### config.mk
export PLATFORM = sky130hd
export DESIGN_NAME = cpu_stage_sequencer
export DESIGN_NICKNAME = d
export VERILOG_FILES = /design/src/rtl/cpu_stage_sequencer_pkg.sv /design/src/rtl/cpu_stage_sequencer_mem_timeout_counter.sv /design/src/rtl/cpu_stage_sequencer.sv
export SDC_FILE = /design/constraint.sdc
export NUM_CORES = 1
export LEC_CHECK = 0
export ABC_AREA = 1
export CORE_UTILIZATION = 25
export CTS_CLUSTER_DIAMETER = 60
export CTS_CLUSTER_SIZE = 14
export DETAILED_ROUTE_END_ITERATION = 12
export DONT_BUFFER_PORTS = 1
export PLACE_DENSITY_LB_ADDON = 0.15
export SYNTH_ARGS = -nofsm -noshare
export SYNTH_HDL_FRONTEND = slang
export SYNTH_HIERARCHICAL = 1
export SYNTH_SLANG_ARGS = --single-unit
export TNS_END_PERCENT = 10
### constraint.sdc
create_clock -name clk_i -period 3.2 [get_ports clk_i]
set_clock_uncertainty 0.05 [all_clocks]
set_input_delay 0.32 -clock clk_i [delete_from_list [all_inputs] [get_ports clk_i]]
set_output_delay 0.32 -clock clk_i [all_outputs]
set_load 0.02 [all_outputs]
### src/rtl/cpu_stage_sequencer_pkg.sv
// cpu_stage_sequencer_pkg: state, status and Y86 icode encodings shared by the stage sequencer
package cpu_stage_sequencer_pkg;
  typedef enum logic [2:0] {
    SEQ_IDLE, SEQ_FETCH, SEQ_DECODE, SEQ_EXECUTE, SEQ_MEMORY, SEQ_WRITEBACK, SEQ_PCUPD, SEQ_HALT
  } seq_state_e;
  typedef enum logic [1:0] {STAT_AOK, STAT_HLT, STAT_ADR, STAT_INS} stat_e;
  localparam logic [3:0] I_HALT   = 4'h0;
  localparam logic [3:0] I_NOP    = 4'h1;
  localparam logic [3:0] I_RRMOVQ = 4'h2;
  localparam logic [3:0] I_IRMOVQ = 4'h3;
  localparam logic [3:0] I_RMMOVQ = 4'h4;
  localparam logic [3:0] I_MRMOVQ = 4'h5;
  localparam logic [3:0] I_OPQ    = 4'h6;
  localparam logic [3:0] I_JXX    = 4'h7;
  localparam logic [3:0] I_CALL   = 4'h8;
  localparam logic [3:0] I_RET    = 4'h9;
  localparam logic [3:0] I_PUSHQ  = 4'hA;
  localparam logic [3:0] I_POPQ   = 4'hB;
  function automatic logic is_mem_icode(input logic [3:0] icode);
    return icode inside {I_RMMOVQ, I_MRMOVQ, I_CALL, I_RET, I_PUSHQ, I_POPQ};
  endfunction
endpackage

### src/rtl/cpu_stage_sequencer_mem_timeout_counter.sv
// mem_timeout_counter: counts unacknowledged request cycles and flags the cycle the limit is reached
module mem_timeout_counter #(
  parameter int MEM_TIMEOUT = 15
) (
  input  logic clk_i,
  input  logic rst_i,
  input  logic clr_i,
  input  logic en_i,
  output logic expired_o
);
  localparam int W = MEM_TIMEOUT > 1 ? $clog2(MEM_TIMEOUT) : 1;
  localparam logic [W-1:0] LAST = W'(MEM_TIMEOUT > 0 ? MEM_TIMEOUT - 1 : 0);
  logic [W-1:0] cnt_q, cnt_d;
  // Expiry is only possible in a counting cycle, so an ack in that cycle always wins
  assign expired_o = (MEM_TIMEOUT != 0) && en_i && (cnt_q == LAST);
  always_comb cnt_d = (clr_i || expired_o) ? '0 : en_i ? cnt_q + 1'b1 : cnt_q;
  always_ff @(posedge clk_i or posedge rst_i)
    if (rst_i) cnt_q <= '0;
    else cnt_q <= cnt_d;
endmodule

### src/rtl/cpu_stage_sequencer.sv
// cpu_stage_sequencer: multi-cycle Y86 stage controller with memory handshakes, status and retire count
module cpu_stage_sequencer
  import cpu_stage_sequencer_pkg::*;
#(
  parameter int MEM_TIMEOUT = 15,
  parameter int CNT_W = 32
) (
  input  logic             clk_i,
  input  logic             rst_i,
  input  logic             start_i,
  input  logic [3:0]       icode_i,
  input  logic             instr_valid_i,
  input  logic             imem_error_i,
  input  logic             dmem_error_i,
  input  logic             mem_ack_i,
  output logic             mem_req_o,
  output logic             mem_is_data_o,
  output logic             fetch_en_o,
  output logic             decode_en_o,
  output logic             execute_en_o,
  output logic             memory_en_o,
  output logic             writeback_en_o,
  output logic             pc_en_o,
  output logic [1:0]       stat_o,
  output logic             busy_o,
  output logic [CNT_W-1:0] retired_o
);
  seq_state_e       state_q;
  stat_e            stat_q;
  logic [3:0]       icode_q;
  logic [CNT_W-1:0] retired_q;
  logic mem_req_q, mem_is_data_q, busy_q;
  logic fetch_en_q, decode_en_q, execute_en_q, memory_en_q, writeback_en_q, pc_en_q;
  logic expired;
  mem_timeout_counter #(.MEM_TIMEOUT(MEM_TIMEOUT)) u_timeout (
    .clk_i    (clk_i),
    .rst_i    (rst_i),
    .clr_i    (!mem_req_q || mem_ack_i),
    .en_i     (mem_req_q && !mem_ack_i),
    .expired_o(expired)
  );
  assign mem_req_o      = mem_req_q;
  assign mem_is_data_o  = mem_is_data_q;
  assign fetch_en_o     = fetch_en_q;
  assign decode_en_o    = decode_en_q;
  assign execute_en_o   = execute_en_q;
  assign memory_en_o    = memory_en_q;
  assign writeback_en_o = writeback_en_q;
  assign pc_en_o        = pc_en_q;
  assign stat_o         = stat_q;
  assign busy_o         = busy_q;
  assign retired_o      = retired_q;
  always_ff @(posedge clk_i or posedge rst_i)
    if (rst_i) begin
      state_q        <= SEQ_IDLE;
      stat_q         <= STAT_AOK;
      icode_q        <= I_HALT;
      retired_q      <= '0;
      mem_req_q      <= 1'b0;
      mem_is_data_q  <= 1'b0;
      busy_q         <= 1'b0;
      fetch_en_q     <= 1'b0;
      decode_en_q    <= 1'b0;
      execute_en_q   <= 1'b0;
      memory_en_q    <= 1'b0;
      writeback_en_q <= 1'b0;
      pc_en_q        <= 1'b0;
    end else begin
      fetch_en_q     <= 1'b0;
      decode_en_q    <= 1'b0;
      execute_en_q   <= 1'b0;
      memory_en_q    <= 1'b0;
      writeback_en_q <= 1'b0;
      pc_en_q        <= 1'b0;
      case (state_q)
        SEQ_IDLE:
          if (start_i) begin
            state_q       <= SEQ_FETCH;
            mem_req_q     <= 1'b1;
            mem_is_data_q <= 1'b0;
            busy_q        <= 1'b1;
          end
        SEQ_FETCH:
          if (mem_ack_i) begin
            mem_req_q  <= 1'b0;
            fetch_en_q <= 1'b1;
            state_q    <= (imem_error_i || !instr_valid_i) ? SEQ_HALT : SEQ_DECODE;
            stat_q     <= imem_error_i ? STAT_ADR : !instr_valid_i ? STAT_INS : STAT_AOK;
            busy_q     <= !imem_error_i && instr_valid_i;
          end else if (expired) begin
            mem_req_q <= 1'b0;
            state_q   <= SEQ_HALT;
            stat_q    <= STAT_ADR;
            busy_q    <= 1'b0;
          end
        SEQ_DECODE: begin
          decode_en_q <= 1'b1;
          icode_q     <= icode_i;
          state_q     <= SEQ_EXECUTE;
        end
        SEQ_EXECUTE: begin
          execute_en_q  <= 1'b1;
          state_q       <= is_mem_icode(icode_q) ? SEQ_MEMORY : SEQ_WRITEBACK;
          mem_req_q     <= is_mem_icode(icode_q);
          mem_is_data_q <= is_mem_icode(icode_q);
        end
        SEQ_MEMORY:
          if (mem_ack_i) begin
            mem_req_q     <= 1'b0;
            mem_is_data_q <= 1'b0;
            memory_en_q   <= 1'b1;
            state_q       <= dmem_error_i ? SEQ_HALT : SEQ_WRITEBACK;
            stat_q        <= dmem_error_i ? STAT_ADR : STAT_AOK;
            busy_q        <= !dmem_error_i;
          end else if (expired) begin
            mem_req_q     <= 1'b0;
            mem_is_data_q <= 1'b0;
            state_q       <= SEQ_HALT;
            stat_q        <= STAT_ADR;
            busy_q        <= 1'b0;
          end
        SEQ_WRITEBACK: begin
          writeback_en_q <= 1'b1;
          state_q        <= SEQ_PCUPD;
        end
        SEQ_PCUPD: begin
          retired_q <= retired_q + 1'b1;
          pc_en_q   <= icode_q != I_HALT;
          mem_req_q <= icode_q != I_HALT;
          busy_q    <= icode_q != I_HALT;
          state_q   <= (icode_q == I_HALT) ? SEQ_HALT : SEQ_FETCH;
          stat_q    <= (icode_q == I_HALT) ? STAT_HLT : STAT_AOK;
        end
        SEQ_HALT: ;
      endcase
    end
endmodule
==> results.md <==
- Setup Buffers After CTS: 0
- Drt drc: 8
- Overall die width: 111 um
- Register area: 1350 sq um
- Placed inst area: 3150 sq um
- Power per cell area: 386 nW/um^2
- TNS Setup: 0 ps
- Diodes inserted: 0
- Status: finished with violations
- Worst EP arrival: 2000 ps
- Max-slew violations: 0
- GP Congestion: 0.821
- Post-route minimum period: 1870 ps
- I/O pins: 54
- Syn_area_per_cell: 8.09 sq um
- DP Wirelength: 5460 um
- # rows: 39
- Syn_nets: 384
- F_max: 0.535 GHz
- CP endpoint kind: flip-flop
- H-Tree Depth: 2
- Synthesis Warnings: 6
- Finish-stage setup viols: 0
- Final-stage net count: 391
- Startpoint Class: flip-flop
- Crit path buffers/inverters: 1
- Final wirelength: 7170 um
- Clock slew at reported path FFs: 70 ps
- Critical-path cell list: inv_1 > nor2_1 > nand2_1 > nor2_1 > nor2_1 > nand2_1 > nand2_1 > a21oi_1 > o21ai_0
- Worst Max-Slew Pin Slew: 715 ps
- Hold Vio Cnt, Final: 0
- DR vias: 2304
- LEAKAGE: 1.57 nW
- First-pass GRT wire length: 12000 um
- Starting density of the core: 25.9%
- Largest net degree at the start of global routing: 32
- Worst-path fanout max: 5
- Fin crit share: 58.4%
- Tot Pwr: 1.28 mW
- Cell area after layout: 3310 sq um
- Footprint of the multi-input gates: 1420 sq um
- Asr flop ratio synth: 100%
- Placeable Area: 11500 sq um
- Fraction of layout cells with a size suffix above 1: 7.69%
- Syn Inst Count: 369
- GRT overflow: 0
- CTS Buf Count: 5
- DR iter-0 viols: 75
- Mapped Area: 2980 sq um
- Seq/Total Area, Yosys: 45.3%
- RSZ-0062 raised after global routing: false
- CP required: 3330 ps
- Sinks on Clock Net: 54
- Routed vias/inst: 4.43
- Clock Tree Buf Depth: 2
- CTS tree: yes
- Port Buf Inserts: 0
- Max-Cap Viols: 0
- Die area: 12400 sq um
- Area Overhead vs Synth: 10.9%
- Worst-Skew Late Latency: 300 ps
- Synthesis-stage register bit count: 54
- EDFF count, synth: 0
- CP startpoint: mem_req_o
- Main flop type after synthesis: dfrtp_1
- Initial antenna violation count: 0
- Min-delay src: icode_i[2]
- Clock Root Buffer: clkbuf_16
- Post-synth cell types: 32
- Slowest cell on the critical path: dfrtp_1
- RR Startpoint: mem_req_o
- Cell family with most CP delay: simple AND/OR/NAND/NOR gates
- Final antenna-violating net count: 0
- Die H: 111 um
- Hold Path Class: input port to flip-flop
- Max incr delay on CP: 460 ps
- Worst ir drop on vdd: 131 uV
- Worst setup path category: flip-flop to flip-flop
- DR pass1 iterations: 8
- Vias in the first global route: 2315
- Avg WL per Cell: 13.8 um
- Total track usage: 12.3%
- Failing checks: design-rule violations
- # fillers: 1244
- Rel. slew slack: 52.2%
layer usage:
layer | global-route usage (%) | vias up | part of all wire [%]
met4 | 4.68 | 0 | 1.5
li1 | - | 1179 | -
met3 | 4.10 | 7 | 6.1
met2 | 20.2 | 47 | 48
met1 | 14.8 | 1071 | 44
met5 | 0 | - | 0
report_power, final:
part	total, mW	switching (mW)	internal (mW)	leakage [nW]
logic	0.0223	0.0186	0.00372	0.786
registers	0.682	0	0.682	0.713
clock network	0.572	0.260	0.312	0.0739
layout by cell type, fill, tap and decap left out, types with 2 or more instances in the layout:
cell type / Yosys / final
a21oi_1: 9 / 9
clkbuf_16: 0 / 5
clkinv_2: 1 / 2
dfrtp_1: 54 / 54
ha_1: 4 / 4
inv_1: 51 / 50
nand2_1: 102 / 102
nand2_4: 2 / 2
nand3_1: 24 / 24
nand3_4: 4 / 4
nand3b_1: 5 / 5
nand4_1: 9 / 9
nor2_1: 44 / 44
nor2_4: 6 / 6
nor2_8: 2 / 2
nor3_1: 4 / 4
o211ai_1: 2 / 2
o21ai_0: 15 / 15
o21bai_1: 2 / 2
xnor2_1: 11 / 11
xor2_1: 6 / 6
through the flow:
stage / worst slack (ps) / hold WS, ps / utilization (%) / instances
after detailed placement: 1330 / 60.3 / 27.4 / 511
after floorplan: 1550 / 36.1 / - / 369
after CTS: 1300 / 88.0 / 28.7 / 520
final: 1330 / 95.0 / 28.7 / 520
after global routing: 1040 / 111 / 28.7 / 520
after global placement: 1350 / 60.0 / 27.4 / 511
final cells by class:
cell class / instances / area share [%]
repair buffers: 2 / 0.529
inverters: 52 / 5.94
clock inverters: 1 / 0.151
well taps: 143 / 5.41
clock buffers: 7 / 4.31
multi-input cells: 261 / 42.8
flip-flops and latches: 54 / 40.8
logic make-up after synthesis:
| kind of cell | Yosys count | share of synthesized area, % |
|---|---|---|
| buffers and inverters | 54 | 7.21 |
| DFF | 54 | 45.3 |
| xor gates and xnor gates | 17 | 4.99 |
| AOI/OAI and AO/OA | 32 | 6.04 |
| adders and majority gates | 4 | 1.68 |
| muxes | 1 | 0.377 |
| and+or+nand+nor | 207 | 34.4 |
what timing repair did:
item / CTS / global route
hold buffers: 1 / 0
endpoints found under the hold margin: 34 / 0
resized for setup: 0 / 0
worst reg2reg max path, stage by stage (launching register included):
cell     delay (ps)
dfrtp_1         460
inv_1            90
nor2_1          260
nand2_1         170
nor2_1          210
nor2_1          110
nand2_1         100
nand2_1          60
a21oi_1         150
o21ai_0         100
registers in the layout, summed over array words and instances (netlist names):
signal and flops:
busy_o 1, decode_en_o 1, execute_en_o 1, fetch_en_o 1
icode_q 4, mem_is_data_o 1, mem_req_o 1, memory_en_o 1
pc_en_o 1, retired_o 32, stat_o 2, state_q 3
u_timeout/cnt_q 4, writeback_en_o 1
worst paths after layout:
kind	to	cells past startpoint	slack (ps)
setup / recovery	mem_req_o	9	1330
hold / removal	icode_q[2]	2	100
setup reg to reg	mem_req_o	9	1330
hold reg to reg	icode_q[0]	1	470
max in group asynchronous	stat_o[0]	3	1760
min in group asynchronous	u_timeout/cnt_q[3]	2	350
synth_stat cells (all sizes together) (5+ instances only):
library cell	instances	share of area, %
a21oi	9	1.5
dfrtp	54	45
inv	51	6.4
nand2	104	14
nand3	29	6.7
nand3b	5	1.3
nand4	9	1.9
nor2	53	9.4
nor3	5	1.2
o21ai	16	2.7
xnor2	11	3.2
xor2	6	1.8
Power figures use the tool's default switching activity.
